### src/rtl/lsu_mem_ctrl.sv
// Load/store unit: turns an execute-stage memory access into one request/ack
// transaction on the data bus and returns aligned, extended load data.
module lsu_mem_ctrl #(
    parameter int unsigned TIMEOUT_CYCLES = 255
) (
    input  logic        clk,
    input  logic        rst_n,
    input  logic        req_valid,
    input  logic        mem_read,
    input  logic        mem_write,
    input  logic [2:0]  funct3,
    input  logic [31:0] addr,
    input  logic [31:0] wdata,
    output logic        req_ready,
    output logic        stall,
    output logic        resp_valid,
    output logic [31:0] rdata,
    output logic [1:0]  fault,
    output logic        bus_req,
    output logic        bus_we,
    output logic [31:0] bus_addr,
    output logic [3:0]  bus_be,
    output logic [31:0] bus_wdata,
    input  logic        bus_ack,
    input  logic        bus_err,
    input  logic [31:0] bus_rdata
);

    typedef enum logic [1:0] {
        IDLE = 2'd0,
        REQ  = 2'd1,
        RESP = 2'd2
    } state_t;

    localparam logic [8:0] TIMEOUT_LIM = 9'(TIMEOUT_CYCLES);

    localparam logic [1:0] FAULT_OK      = 2'b00;
    localparam logic [1:0] FAULT_ILLEGAL = 2'b01;
    localparam logic [1:0] FAULT_BUS     = 2'b10;
    localparam logic [1:0] FAULT_TIMEOUT = 2'b11;

    function automatic logic access_legal(input logic rd, input logic wr,
                                          input logic [2:0] f3, input logic [1:0] a);
        logic ok;
        ok = 1'b0;
        if (rd && wr) begin
            ok = 1'b0;
        end else begin
            case (f3)
                3'b000:  ok = 1'b1;
                3'b001:  ok = ~a[0];
                3'b010:  ok = (a == 2'b00);
                3'b100:  ok = rd;
                3'b101:  ok = rd & ~a[0];
                default: ok = 1'b0;
            endcase
        end
        return ok;
    endfunction

    function automatic logic [3:0] lane_enables(input logic [2:0] f3, input logic [1:0] a);
        logic [3:0] be;
        case (f3[1:0])
            2'b00:   be = 4'b0001 << a;
            2'b01:   be = 4'b0011 << a;
            2'b10:   be = 4'b1111;
            default: be = 4'b0000;
        endcase
        return be;
    endfunction

    function automatic logic [31:0] lane_replicate(input logic [2:0] f3, input logic [31:0] w);
        logic [31:0] r;
        case (f3[1:0])
            2'b00:   r = {4{w[7:0]}};
            2'b01:   r = {2{w[15:0]}};
            default: r = w;
        endcase
        return r;
    endfunction

    function automatic logic [31:0] load_extract(input logic [2:0] f3, input logic [1:0] off,
                                                 input logic [31:0] word);
        logic [31:0] sh;
        logic [31:0] r;
        sh = word >> {off, 3'b000};
        case (f3)
            3'b000:  r = {{24{sh[7]}}, sh[7:0]};
            3'b001:  r = {{16{sh[15]}}, sh[15:0]};
            3'b100:  r = {24'd0, sh[7:0]};
            3'b101:  r = {16'd0, sh[15:0]};
            default: r = sh;
        endcase
        return r;
    endfunction

    state_t      state_q, state_d;
    logic [7:0]  cnt_q, cnt_d;
    logic [8:0]  cnt_inc;
    logic        is_load_q, is_load_d;
    logic [2:0]  funct3_q, funct3_d;
    logic [1:0]  off_q, off_d;
    logic        resp_valid_q, resp_valid_d;
    logic [31:0] rdata_q, rdata_d;
    logic [1:0]  fault_q, fault_d;
    logic        bus_req_q, bus_req_d;
    logic        bus_we_q, bus_we_d;
    logic [31:0] bus_addr_q, bus_addr_d;
    logic [3:0]  bus_be_q, bus_be_d;
    logic [31:0] bus_wdata_q, bus_wdata_d;
    logic        access;

    assign access  = req_valid & (mem_read | mem_write);
    assign cnt_inc = {1'b0, cnt_q} + 9'd1;

    // Next-state and registered-output computation for the transaction FSM.
    always_comb begin
        state_d      = state_q;
        cnt_d        = cnt_q;
        is_load_d    = is_load_q;
        funct3_d     = funct3_q;
        off_d        = off_q;
        resp_valid_d = 1'b0;
        rdata_d      = rdata_q;
        fault_d      = fault_q;
        bus_req_d    = bus_req_q;
        bus_we_d     = bus_we_q;
        bus_addr_d   = bus_addr_q;
        bus_be_d     = bus_be_q;
        bus_wdata_d  = bus_wdata_q;
        case (state_q)
            IDLE: begin
                if (access) begin
                    rdata_d = 32'd0;
                    if (access_legal(mem_read, mem_write, funct3, addr[1:0])) begin
                        state_d     = REQ;
                        cnt_d       = 8'd0;
                        is_load_d   = mem_read;
                        funct3_d    = funct3;
                        off_d       = addr[1:0];
                        fault_d     = FAULT_OK;
                        bus_req_d   = 1'b1;
                        bus_we_d    = mem_write;
                        bus_addr_d  = {addr[31:2], 2'b00};
                        bus_be_d    = lane_enables(funct3, addr[1:0]);
                        bus_wdata_d = lane_replicate(funct3, wdata);
                    end else begin
                        // Illegal accesses never touch the bus.
                        state_d      = RESP;
                        fault_d      = FAULT_ILLEGAL;
                        resp_valid_d = 1'b1;
                    end
                end else begin
                    state_d = IDLE;
                end
            end
            REQ: begin
                if (bus_ack) begin
                    state_d      = RESP;
                    bus_req_d    = 1'b0;
                    resp_valid_d = 1'b1;
                    if (bus_err) begin
                        fault_d = FAULT_BUS;
                        rdata_d = 32'd0;
                    end else begin
                        fault_d = FAULT_OK;
                        rdata_d = is_load_q ? load_extract(funct3_q, off_q, bus_rdata) : 32'd0;
                    end
                end else if (cnt_inc >= TIMEOUT_LIM) begin
                    state_d      = RESP;
                    cnt_d        = cnt_inc[7:0];
                    bus_req_d    = 1'b0;
                    resp_valid_d = 1'b1;
                    fault_d      = FAULT_TIMEOUT;
                    rdata_d      = 32'd0;
                end else begin
                    cnt_d = cnt_inc[7:0];
                end
            end
            RESP: begin
                state_d = IDLE;
            end
            default: begin
                state_d   = IDLE;
                bus_req_d = 1'b0;
            end
        endcase
    end

    // State and output registers with synchronous active-low reset.
    always_ff @(posedge clk) begin
        if (!rst_n) begin
            state_q      <= IDLE;
            cnt_q        <= 8'd0;
            is_load_q    <= 1'b0;
            funct3_q     <= 3'd0;
            off_q        <= 2'd0;
            resp_valid_q <= 1'b0;
            rdata_q      <= 32'd0;
            fault_q      <= FAULT_OK;
            bus_req_q    <= 1'b0;
            bus_we_q     <= 1'b0;
            bus_addr_q   <= 32'd0;
            bus_be_q     <= 4'd0;
            bus_wdata_q  <= 32'd0;
        end else begin
            state_q      <= state_d;
            cnt_q        <= cnt_d;
            is_load_q    <= is_load_d;
            funct3_q     <= funct3_d;
            off_q        <= off_d;
            resp_valid_q <= resp_valid_d;
            rdata_q      <= rdata_d;
            fault_q      <= fault_d;
            bus_req_q    <= bus_req_d;
            bus_we_q     <= bus_we_d;
            bus_addr_q   <= bus_addr_d;
            bus_be_q     <= bus_be_d;
            bus_wdata_q  <= bus_wdata_d;
        end
    end

    // Stall must cover the accept cycle itself, so it looks at the live request.
    assign req_ready  = (state_q == IDLE);
    assign stall      = (state_q == REQ) | ((state_q == IDLE) & access);
    assign resp_valid = resp_valid_q;
    assign rdata      = rdata_q;
    assign fault      = fault_q;
    assign bus_req    = bus_req_q;
    assign bus_we     = bus_we_q;
    assign bus_addr   = bus_addr_q;
    assign bus_be     = bus_be_q;
    assign bus_wdata  = bus_wdata_q;

endmodule

### config.mk
export PLATFORM = sky130hd
export DESIGN_NAME = lsu_mem_ctrl
export DESIGN_NICKNAME = d
export VERILOG_FILES = /design/src/rtl/lsu_mem_ctrl.sv
export SDC_FILE = /design/constraint.sdc
export NUM_CORES = 1
export LEC_CHECK = 0
export CAP_MARGIN = 40
export CELL_PAD_IN_SITES_DETAIL_PLACEMENT = 0
export CELL_PAD_IN_SITES_GLOBAL_PLACEMENT = 1
export CORE_UTILIZATION = 34
export CTS_BUF_LIST = sky130_fd_sc_hd__clkbuf_4 sky130_fd_sc_hd__clkbuf_8
export CTS_CLUSTER_SIZE = 28
export DETAILED_ROUTE_END_ITERATION = 8
export PLACE_DENSITY_LB_ADDON = 0.15
export REMOVE_ABC_BUFFERS = 1
export SLEW_MARGIN = 20
export SYNTH_ARGS = -nofsm -noshare
export SYNTH_HDL_FRONTEND = slang
export SYNTH_SLANG_ARGS = --single-unit
### constraint.sdc
create_clock -name clk -period 3.5 [get_ports clk]
set_input_delay 1.05 -clock clk [delete_from_list [all_inputs] [get_ports clk]]
set_output_delay 1.05 -clock clk [all_outputs]
set_load 0.01 [all_outputs]
; ---- Word level (Yosys, flattened, before mapping)
; Cells that the tools add are included.
[classes]
addsub = 1
n_lt_le_gt_ge = 1
n_eq_ne = 15
shift = 3
n_mux = 38
bitwise_logic = 7
n_reduce_logical = 11
[ops]
columns = op, n
row1 = 2-to-1 mux 32 bit, 5
row2 = case mux 32 bit (2 select lines), 2
row3 = case mux 32 bit (4 select lines), 1
row4 = right shift 32 x 5 -> 32 bit, 1
row5 = 2-to-1 mux 8 bit, 3
row6 = 2-to-1 mux 2 bit, 8
row7 = case mux 8 bit (2 select lines), 1
row8 = "equality test 3 bit, second input constant", 4
row9 = 2-to-1 mux 1 bit, 12
row10 = case mux 4 bit (3 select lines), 1
row11 = "adder 8 x 1 -> 9 bit, second input constant", 1
row12 = ">= comparator 9 x 8 -> 1 bit, second input constant", 1
row13 = case mux 2 bit (2 select lines), 2
row14 = AND reduction 4 bit, 2
row15 = "equality test 3 x 1 -> 1 bit, second input constant", 2
row16 = logical NOT 2 bit, 3
row17 = logical NOT 3 bit, 2
row18 = AND reduction 3 bit, 2
row19 = case mux 1 bit (5 select lines), 1
row20 = "equality test 2 x 1 -> 1 bit, second input constant", 2
row21 = "equality test 2 bit, second input constant", 2
row22 = "!= test 2 x 1 -> 1 bit, second input constant", 2
row23 = "<< shifter 1 x 2 -> 4 bit, first input constant", 1
row24 = "<< shifter 2 x 2 -> 4 bit, first input constant", 1
row25 = other kinds (10), 14
[word_totals]
regBits = 119
in_bits = 106
word_cells = 89

; ---- Logic depth before layout (Yosys ltp)
; Gate-level depths: netlist of the first run.
[depth]
depth_word = 9
depth_mapped = 9

; ---- Least setup slack after synthesis of the first run
; No wires, ideal clock.
[synth_timing]
path_kind = in2out
startpoint = in mem_write
endpoint = out stall
t_arrival_ns = 1.527
required_ns = 2.450
slack_ns = 0.923
path_stages = 3
n_path_buf = 0
path_cell_list = o21a_1 nor2_1 nor2_1
[synth_via]
elab_chain_cells = 4
[synth_lines]
columns = item, line_no
row1 = "start, declared", 10  ; input logic mem_write,
row2 = OR 1 bit, 113  ; assign access = req_valid & (mem_read | mem_write);
row3 = AND 1 bit, 113
row4 = AND 1 bit, 225  ; assign stall = (state_q == REQ) | ((state_q == IDLE) & access);
row5 = OR 1 bit, 225
row6 = "end, declared", 15  ; output logic stall,
; No other way between the ends.

; ---- Final worst setup path of the first run
; Ends and elaborated chain as after synthesis.

==> results by group, run 1 <==
Outcome
  – Status: finished, final reports clean

STA
  – TNS Setup: 0 ns
  – Final Max Tran Viols: 0
  – Worst-margin pin slew: 0.7597 ns
  – RSZ-0062 raised after global routing: false
  – Clock skew: 0.01013 ns
  – Highest Clock Rate: 326.2 MHz
  – Final count of hold timing violations: 0
  – Setup violators final: 0
  – Slew margin rel.: 49.28%
  – Setup slack after layout: 0.4345 ns
  – Tcrit/Tclk final: 87.59%
  – Fin crit period: 3.065 ns

Pwr
  – Switch Pwr: 0.0007683 W
  – Power Internal: 0.002404 W
  – VDD IR max: 0.2251 mV
  – Power per Cell Area: 394.2 nW/um^2
  – Leak pwr: 2.801 nW
  – Clock power share: 41.8%
  – Sequential group share of total power: 44.5%
  – Logic pwr share: 13.7%
  – Sw Share: 24.22%

Floorplanning
  – Initial core utilization: 34.89%
  – Die span in x: 127.1 um
  – Die Span Y: 127.1 um
  – Core area: 15260 um^2
  – DIE AREA: 16160 um^2
  – Site Rows: 45
  – Top-level I/O count: 213

Logic synthesis
  – Sequential share of the synthesized area: 44.75%
  – YS warnings: 0
  – EDFF count, synth: 0
  – Top FF cell, synth: dfxtp_1
  – Synth area leader: dfxtp_1
  – Synth top area share: 44.75%
  – Cell Area, Synth: 5324 um^2
  – Largest family of logic cells by synthesized area: compound AO/OA/AOI/OAI gates
  – Mux contribution to synthesized area: 8.672%
  – Post-Synth Adder-Cell Area: 0.4700%
  – Number of distinct library cells after synthesis: 45
  – Seq cells post-synth: 119
  – Synth Area in XOR/XNOR: 0%
  – Cells after synthesis: 653
  – Post-synthesis compound-gate area fraction: 22.73%
  – Syn Area/Cell: 8.153 um^2
  – Synthesized-area fraction occupied by and/or/nand/nor cells: 18.14%
  – Synth area leaders: dfxtp_1 (45%), nand2_1 (12%), a21oi_1 (7.0%), mux2i_1 (6.8%), o21ai_0 (4.6%)
  – Asr flop ratio synth: 0%

Setup path
  – R2R cell count: 8
  – R2R setup slack: 1.14 ns
  – CP max FO: 2
  – Reg2reg end: rdata[21]$_SDFFE_PN0P_
  – Startpoint types: input pin
  – CP arrival: 2.02 ns
  – Crit. End Element: output pin
  – Reg2reg start: cnt_q[0]$_SDFFE_PN0P_
  – CP required: 2.45 ns
  – Crit path kind: in2out

Job
  – Max Cap Viol: 0

Min path
  – Min-delay src: bus_addr[31]$_SDFFE_PN0P_
  – Destination of the worst hold path: bus_addr[31]$_SDFFE_PN0P_
  – Worst min-delay path class: reg2reg
  – Hold path cells: 2

Layout
  – Most common cell after layout, fill and taps aside: clkdlybuf4s50_1
  – Nets: 956
  – Layout area overhead: 51.16%
  – Proportion of layout cells with a drive suffix above 1: 8.372%
  – Commonest non-fill, non-tap cells in the layout: clkdlybuf4s50_1 (208), nand2_1 (168), dfxtp_1 (119)
  – Core Util, Final: 52.74%

Global route
  – GR Overflow Total: 0
  – Vias in the first global route: 5031
  – Initial antenna violation count: 1
  – Global-route wire length before repair: 25080 um
  – Largest net degree at the start of global routing: 79
  – Gr usage total: 19.53%

Drt
  – DRC viols: 0
  – Avg WL per Cell: 14.71 um
  – Via count: 5274
  – DR iter-0 viols: 306
  – Vias per cell: 4.920
  – First-pass DRT Iterations: 5
  – Post-route ant nets: 0
  – Post-Route WL: 15770 um

Clock tree
  – Worst-Skew Late Latency: 0.43 ns
  – CTS tree: built
  – Hold buffer count at cts: 0
  – Num Clock Sinks: 119
  – CTS clock-pin slew for the worst setup and hold paths: 0.06 ns
  – Post-CTS sizing: 0
  – Cts bufs inserted: 17
  – Post-CTS setup buffers: 0
  – CTS max path bufs: 2
  – CTS H-tree lvls: 4
  – CTS Root Cell: clkbuf_8

Placement
  – Placer congestion estimate: 0.7721
  – DP Wirelength: 11120 um
  – Place WS: 0.05349 ns
  – I/O Buffers: 210
cells in the mapped netlist, types with 2 or more instances:
| master | instances |
|---|---|
| nand2_1 | 168 |
| dfxtp_1 | 119 |
| a21oi_1 | 74 |
| o21ai_0 | 49 |
| nor2_1 | 41 |
| mux2i_1 | 36 |
| clkbuf_1 | 27 |
| o2bb2ai_1 | 19 |
| a22o_1 | 12 |
| a211oi_1 | 10 |
| buf_1 | 9 |
| mux2_2 | 9 |
| a311oi_1 | 8 |
| buf_2 | 7 |
| buf_4 | 6 |
| nor2b_1 | 6 |
| a22o_2 | 4 |
| a31oi_1 | 4 |
| buf_6 | 4 |
| nand2b_1 | 4 |
| nand3_1 | 4 |
| nor3_1 | 4 |
| inv_1 | 3 |
| a21boi_0 | 2 |
| ha_1 | 2 |
| nor4b_1 | 2 |
| o211ai_1 | 2 |
sequential cells by signal, summed over array words and instances (netlist names):
name	cells
fault	2
state_q	2
off_q	2
bus_be	4
bus_we	1
is_load_q	1
cnt_q	8
bus_addr	30
funct3_q	3
resp_valid	1
rdata	32
bus_wdata	32
bus_req	1
how the worst max path moves through the flow:
| stage | start | endpoint | cells past startpoint |
|---|---|---|---|
| 6_report | mem_write | stall | 5 |
| 5_1_grt | mem_write | stall | 5 |
| 4_1_cts | mem_write | stall | 5 |
| 3_5_place_dp | mem_write | stall | 5 |
| 3_3_place_gp | mem_write | stall | 5 |
| 2_1_floorplan | funct3[0] | bus_be[0]$_SDFFE_PN0P_ | 6 |
logic make-up (layout without fill, tap and decap cells):
| kind of cell | after synthesis | after routing |
|---|---|---|
| adder cells (fa/ha/maj) | 2 | 2 |
| AND/OR/NAND/NOR | 237 | 237 |
| AO/OA/AOI/OAI | 192 | 192 |
| buffers and inverters | 57 | 263 |
| multiplexers | 45 | 45 |
| flip-flops | 119 | 119 |
| other | 1 | 3 |
metal layers:
layer / global-route usage, % / vias to the layer above / part of all wire, %
met5: 0 / - / 0
met4: 6.933 / 0 / 1.5
met3: 7.245 / 18 / 8.4
met2: 31.64 / 166 / 45
met1: 23.74 / 2445 / 45
li1: - / 2645 / -
worst max-delay path, cell delays in order:
cell	delay [ns]
clkdlybuf4s50_1	0.48
o21a_1	0.15
nor2_1	0.04
nor2_1	0.12
dlymetal6s2s_1	0.17
final cells by class:
| cell class | count | area (um^2) |
|---|---|---|
| flip-flops and latches | 119 | 2382 |
| well taps | 211 | 264.0 |
| multi-input cells | 478 | 2680 |
| inverters | 4 | 15.01 |
| clock inverters | 9 | 122.6 |
| fillers | 1463 | 7211 |
| diodes | 1 | 2.502 |
| clock buffers | 22 | 296.5 |
| repair buffers | 228 | 2285 |
metrics by stage:
| step | cells | hold slack (ns) | total power, W | instance area (um^2) |
|---|---|---|---|---|
| after floorplan | 601 | 0.4367 | 0.001610 | 5067 |
| after global placement | 1039 | 0.4408 | 0.001876 | 7616 |
| after detailed placement | 1040 | 0.4457 | 0.001881 | 7624 |
| after CTS | 1071 | 0.4553 | 0.003212 | 8043 |
| after global routing | 1071 | 0.4748 | 0.003309 | 8045 |
| final | 1072 | 0.4514 | 0.003172 | 8048 |
power by group through the flow:
stage | logic, W | clock network (W) | registers [W]
5_1_grt | 0.000478 | 0.00142 | 0.00142
2_1_floorplan | 0.000155 | 0 | 0.00145
4_1_cts | 0.000441 | 0.00136 | 0.00141
3_3_place_gp | 0.000436 | 0 | 0.00144
3_5_place_dp | 0.000439 | 0 | 0.00144
6_report | 0.000436 | 0.00132 | 0.00141
(Power assumes the default switching activity.)
==> inputs of run 2 (changes only) <==
--- a/config.mk
+++ b/config.mk
@@ -8,6 +8,7 @@
 export CAP_MARGIN = 40
 export CELL_PAD_IN_SITES_DETAIL_PLACEMENT = 0
 export CELL_PAD_IN_SITES_GLOBAL_PLACEMENT = 1
+export CORE_ASPECT_RATIO = 0.8
 export CORE_UTILIZATION = 34
 export CTS_BUF_LIST = sky130_fd_sc_hd__clkbuf_4 sky130_fd_sc_hd__clkbuf_8
 export CTS_CLUSTER_SIZE = 28
==> results by group, run 2 (synthesis gave the netlist of run 1 again) <==
Clock tree
  – Num Clock Sinks: 119 (unchanged)
  – Post-CTS sizing: 0 (unchanged)
  – Cts bufs inserted: 17 (unchanged)
  – Post-CTS setup buffers: 0 (unchanged)
  – Worst-Skew Late Latency: 0.44 ns (about the same)
  – CTS Root Cell: clkbuf_8
  – CTS max path bufs: 2 (unchanged)
  – CTS H-tree lvls: 4 (unchanged)
  – CTS clock-pin slew for the worst setup and hold paths: 0.07 ns (about the same)
  – Hold buffer count at cts: 0 (unchanged)
  – CTS tree: built

Floorplanning
  – Initial core utilization: 35.11% (+0.22 points)
  – Core area: 15160 um^2 (-0.62%)
  – DIE AREA: 16170 um^2 (about the same)
  – Die Span Y: 113.9 um (-10%)
  – Top-level I/O count: 213 (unchanged)
  – Site Rows: 40 (-11%)
  – Die span in x: 141.9 um (+12%)

Job
  – Max Cap Viol: 0 (unchanged)

Placement
  – Placer congestion estimate: 0.7840 (+1.5%)
  – Place WS: 0.02873 ns (-0.02477 ns)
  – I/O Buffers: 210 (unchanged)
  – DP Wirelength: 11480 um (+3.2%)

Global route
  – GR Overflow Total: 0 (unchanged)
  – Initial antenna violation count: 0 (-1)
  – Global-route wire length before repair: 26520 um (+5.7%)
  – Largest net degree at the start of global routing: 79 (unchanged)
  – Gr usage total: 21.21% (+1.7 points)
  – Vias in the first global route: 5060 (+0.58%)

Layout
  – Nets: 958 (+0.21%)
  – Final-layout fill cell count: 1417 (-3.1%)
  – Layout area overhead: 51.73%
  – Commonest non-fill, non-tap cells in the layout: clkdlybuf4s50_1 (208), nand2_1 (168), dfxtp_1 (119)
  – Proportion of layout cells with a drive suffix above 1: 8.691% (+0.32 points)
  – ANT cells: 0 (-1)
  – Most common cell after layout, fill and taps aside: clkdlybuf4s50_1

Setup path
  – CP required: 2.45 ns (about the same)
  – Crit. End Element: output pin
  – CP max FO: 2 (unchanged)
  – Crit path kind: in2out
  – CP arrival: 2.06 ns (+0.04 ns)
  – Startpoint types: input pin

STA
  – Highest Clock Rate: 322.0 MHz (-1.3%)
  – Setup violators final: 0 (unchanged)
  – Setup slack after layout: 0.3948 ns (-0.03971 ns)
  – RSZ-0062 raised after global routing: false
  – Final Max Tran Viols: 0 (unchanged)
  – Fin crit period: 3.105 ns (+0.03971 ns)
  – Final count of hold timing violations: 0 (unchanged)
  – Tcrit/Tclk final: 88.72% (+1.1 points)
  – Clock skew: 0.01243 ns (+0.002299 ns)
  – Worst-margin pin slew: 0.7097 ns (-0.05001 ns)
  – Slew margin rel.: 52.51% (+3.2 points)

Drt
  – First-pass DRT Iterations: 5 (unchanged)
  – Post-Route WL: 16530 um (+4.8%)
  – Vias per cell: 4.898 (-0.43%)
  – Via count: 5256 (-0.34%)
  – Post-route ant nets: 0 (unchanged)
  – DRC viols: 0 (unchanged)
  – Avg WL per Cell: 15.41 um (+4.7%)
  – DR iter-0 viols: 270 (-12%)

Pwr
  – Power per Cell Area: 394.9 nW/um^2 (+0.19%)
  – Total chip power: 0.003190 W (+0.57%)
  – Leak pwr: 2.808 nW (+0.23%)
  – VDD IR max: 0.2842 mV (+26%)

Outcome
  – Status: finished, final reports clean

Min path
  – Worst min-delay path class: reg2reg
==> run 2: area by class of cell <==
cell class | count | area (um^2) | share of cell area, %
Multi-Input combinational cell | 478 | 2680 | 33.18
Sequential cell | 119 | 2382 | 29.49
Timing Repair Buffer | 230 | 2312 | 28.62
Clock buffer | 21 | 276.5 | 3.423
Tap cell | 210 | 262.8 | 3.253
Clock inverter | 11 | 148.9 | 1.843
Inverter | 4 | 15.01 | 0.1859
==> run 2: path summary, 6_finish.rpt <==
path                                                 from                        end  slack [ns]  depth (start not counted)
worst min register to register  bus_addr[23]$_SDFFE_PN0P_  bus_addr[23]$_SDFFE_PN0P_        0.46                          2
worst min-delay path            bus_addr[23]$_SDFFE_PN0P_  bus_addr[23]$_SDFFE_PN0P_        0.46                          2
worst max register to register      off_q[0]$_SDFFE_PN0P_     rdata[26]$_SDFFE_PN0P_        1.06                          8
worst max-delay path                            mem_write                      stall        0.39                          5
==> run 2: worst max-delay path, cell delays in order <==
cell	delay, ns
clkdlybuf4s50_1	0.48
o21a_1	0.17
nor2_1	0.05
nor2_1	0.12
dlymetal6s2s_1	0.18
==> run 2: through the flow <==
stage | cell area, um^2 | hold slack, ns | TNS [ns] | instances | utilization [%]
floorplan | 5067 | 0.4367 | -221.74 | 601 | -
global placement | 7642 | 0.4413 | 0 | 1040 | 50.40
detailed placement | 7650 | 0.4472 | 0 | 1041 | 50.45
CTS | 8075 | 0.4564 | 0 | 1073 | 53.25
global route | 8078 | 0.4785 | 0 | 1073 | 53.27
finish | 8078 | 0.4555 | 0 | 1073 | 53.27
==> run 2: routing by layer <==
layer | track usage (%) | up-vias | routed length [um]
met5 | 0 | - | 0
met4 | 5.806 | 0 | 151
met2 | 32.35 | 167 | 7159
met1 | 26.67 | 2415 | 7587
li1 | - | 2660 | -
met3 | 10.08 | 14 | 1632
==> run 2: power by group <==
| group | switching (W) | total [W] | internal [W] |
|---|---|---|---|
| Sequential | 0.0000212 | 0.00141 | 0.00139 |
| Combinational | 0.000207 | 0.000449 | 0.000242 |
| Clock | 0.000574 | 0.00133 | 0.000758 |
| Total | 0.000803 | 0.00319 | 0.00239 |
==> inputs of run 3 (changes only) <==
--- a/config.mk
+++ b/config.mk
@@ -13,7 +13,7 @@
 export CTS_BUF_LIST = sky130_fd_sc_hd__clkbuf_4 sky130_fd_sc_hd__clkbuf_8
 export CTS_CLUSTER_SIZE = 28
 export DETAILED_ROUTE_END_ITERATION = 8
-export PLACE_DENSITY_LB_ADDON = 0.15
+export PLACE_DENSITY = 0.85
 export REMOVE_ABC_BUFFERS = 1
 export SLEW_MARGIN = 20
 export SYNTH_ARGS = -nofsm -noshare
==> results by group, run 3 (synthesis gave the netlist of run 1 again) <==
Floorplanning
  – Site Rows: 40 (unchanged)
  – DIE AREA: 16170 um^2 (unchanged)
  – Core area: 15160 um^2 (unchanged)
  – Initial core utilization: 35.11% (unchanged)
  – Die Span Y: 113.9 um (unchanged)
  – Die span in x: 141.9 um (unchanged)
  – Top-level I/O count: 213 (unchanged)

Drt
  – Post-Route WL: 16610 um (+0.48%)
  – Vias per cell: 4.904 (+0.11%)
  – Avg WL per Cell: 15.48 um (+0.48%)
  – Post-route ant nets: 0 (unchanged)
  – First-pass DRT Iterations: 5 (unchanged)
  – DRC viols: 0 (unchanged)
  – DR iter-0 viols: 305 (+13%)
  – Via count: 5262 (+0.11%)

Global route
  – Initial antenna violation count: 1 (+1)
  – Largest net degree at the start of global routing: 79 (unchanged)
  – GR Overflow Total: 0 (unchanged)
  – Vias in the first global route: 5135 (+1.5%)
  – Global-route wire length before repair: 26280 um (-0.88%)
  – Gr usage total: 21.02% (-0.18 points)

STA
  – Final Max Tran Viols: 0 (unchanged)
  – Slew margin rel.: 57.61% (+5.1 points)
  – Fin crit period: 3.075 ns (-0.03041 ns)
  – Clock skew: 0.01339 ns (+0.0009670 ns)
  – Tcrit/Tclk final: 87.85% (-0.87 points)
  – Final count of hold timing violations: 0 (unchanged)
  – RSZ-0062 raised after global routing: false
  – Worst-margin pin slew: 0.6349 ns (-0.07480 ns)
  – Setup violators final: 0 (unchanged)
  – Highest Clock Rate: 325.2 MHz (+0.99%)

Layout
  – Area of the multi-input gates: 2680 um^2 (unchanged)
  – Commonest non-fill, non-tap cells in the layout: clkdlybuf4s50_1 (208), nand2_1 (168), dfxtp_1 (119)
  – Final instance area: 7976 um^2 (-1.3%)
  – Layout area overhead: 49.82%
  – Core Util, Final: 52.60% (-0.67 points)
  – Nets: 958 (unchanged)
  – Most common cell after layout, fill and taps aside: clkdlybuf4s50_1
  – Final-layout fill cell count: 1415 (-0.14%)
  – Proportion of layout cells with a drive suffix above 1: 8.585% (-0.11 points)
  – Sequential Area: 2382 um^2 (unchanged)

Clock tree
  – CTS tree: built
  – Num Clock Sinks: 119 (unchanged)
  – CTS max path bufs: 2 (unchanged)
  – CTS Root Cell: clkbuf_8
  – CTS clock-pin slew for the worst setup and hold paths: 0.07 ns (about the same)
  – Cts bufs inserted: 17 (unchanged)
  – CTS H-tree lvls: 4 (unchanged)
  – Worst-Skew Late Latency: 0.44 ns (about the same)
  – Post-CTS setup buffers: 0 (unchanged)

Setup path
  – Crit path kind: in2out
  – Startpoint types: input pin
  – CP required: 2.45 ns (about the same)
  – Slowest-stage cell, CP: clkdlybuf4s50_1
  – CP arrival: 2.02 ns (-0.04 ns)
  – Most frequent cell on the critical path: nor2_1
  – Crit path cell chain: clkdlybuf4s50_1, o21a_1, nor2_1, nor2_1, dlymetal6s2s_1
  – Slowest Stage Delay on Critical Path: 0.49 ns (about the same)
  – R2R cell count: 8 (unchanged)
  – CP max FO: 2 (unchanged)
  – Crit. End Element: output pin

Placement
  – DP Wirelength: 11680 um (+1.8%)
  – Post-DP Area: 7625 um^2 (-0.33%)
  – Placer congestion estimate: 0.8620 (+9.9%)
  – I/O Buffers: 210 (unchanged)

Outcome
  – Status: finished, final reports clean

Pwr
  – VDD IR max: 0.2631 mV (-7.4%)
  – Power per Cell Area: 371.6 nW/um^2 (-5.9%)
  – Leak pwr: 2.762 nW (-1.6%)
  – Total chip power: 0.002964 W (-7.1%)

Job
  – Max Cap Viol: 0 (unchanged)

Min path
  – Worst min-delay path class: reg2reg
  – Hold path cells: 2 (unchanged)
-- run 3: changes by cell type in the layout (fill, tap and decap cells not counted), sizes merged --
cell and change:
bufinv -3, diode +1, clkinv +2, inv +1, clkbuf -1
-- run 3: where the power goes --
| part | leakage (nW) | switching, W | internal [W] |
|---|---|---|---|
| registers | 0.962 | 0.0000219 | 0.00139 |
| logic | 1.63 | 0.000206 | 0.000238 |
| clock network | 0.174 | 0.000582 | 0.000529 |
-- run 3: per-stage QoR --
step / setup slack, ns / hold slack [ns] / instances / setup TNS (ns)
final: 0.4252 / 0.4543 / 1073 / 0
after CTS: 0.03885 / 0.4563 / 1072 / 0
after detailed placement: 0.05370 / 0.4464 / 1041 / 0
after global routing: 0.3613 / 0.4793 / 1073 / 0
after global placement: 0.06583 / 0.4411 / 1040 / 0
after floorplan: -3.451 / 0.4367 / 601 / -221.74
-- run 3: worst paths after layout --
path                        startpoint  slack [ns]                         to
max                          mem_write        0.43                      stall
min          bus_addr[17]$_SDFFE_PN0P_        0.45  bus_addr[17]$_SDFFE_PN0P_
max reg2reg      cnt_q[0]$_SDFFE_PN0P_        1.15     rdata[16]$_SDFFE_PN0P_
min reg2reg  bus_addr[17]$_SDFFE_PN0P_        0.45  bus_addr[17]$_SDFFE_PN0P_
-- run 3: timing repair --
item                                    CTS  global route
endpoints found under the setup margin    0             1
hold buffers                              0             0
resized for setup                         0             1
-- run 3: cell type report --
type	count	share of cell area (%)
well taps	210	3.294
flip-flops and latches	119	29.87
inverters	4	0.1882
diodes	1	0.03137
repair buffers	230	28.67
clock buffers	20	3.373
multi-input cells	478	33.60
clock inverters	11	0.9725
-- run 3: critical path: cells and delay by family --
kind	cells	cell delay (ns)
AOI/OAI and AO/OA	1	0.15
buffers and inverters	2	0.67
and+or+nand+nor	2	0.16
-- run 3: layer usage --
metal | vias to the layer above | share of wire [%] | track usage (%)
li1 | 2655 | - | -
met3 | 14 | 9.5 | 9.194
met2 | 181 | 45 | 32.97
met5 | - | 0 | 0
met1 | 2412 | 45 | 25.83
met4 | 0 | 1.4 | 6.810
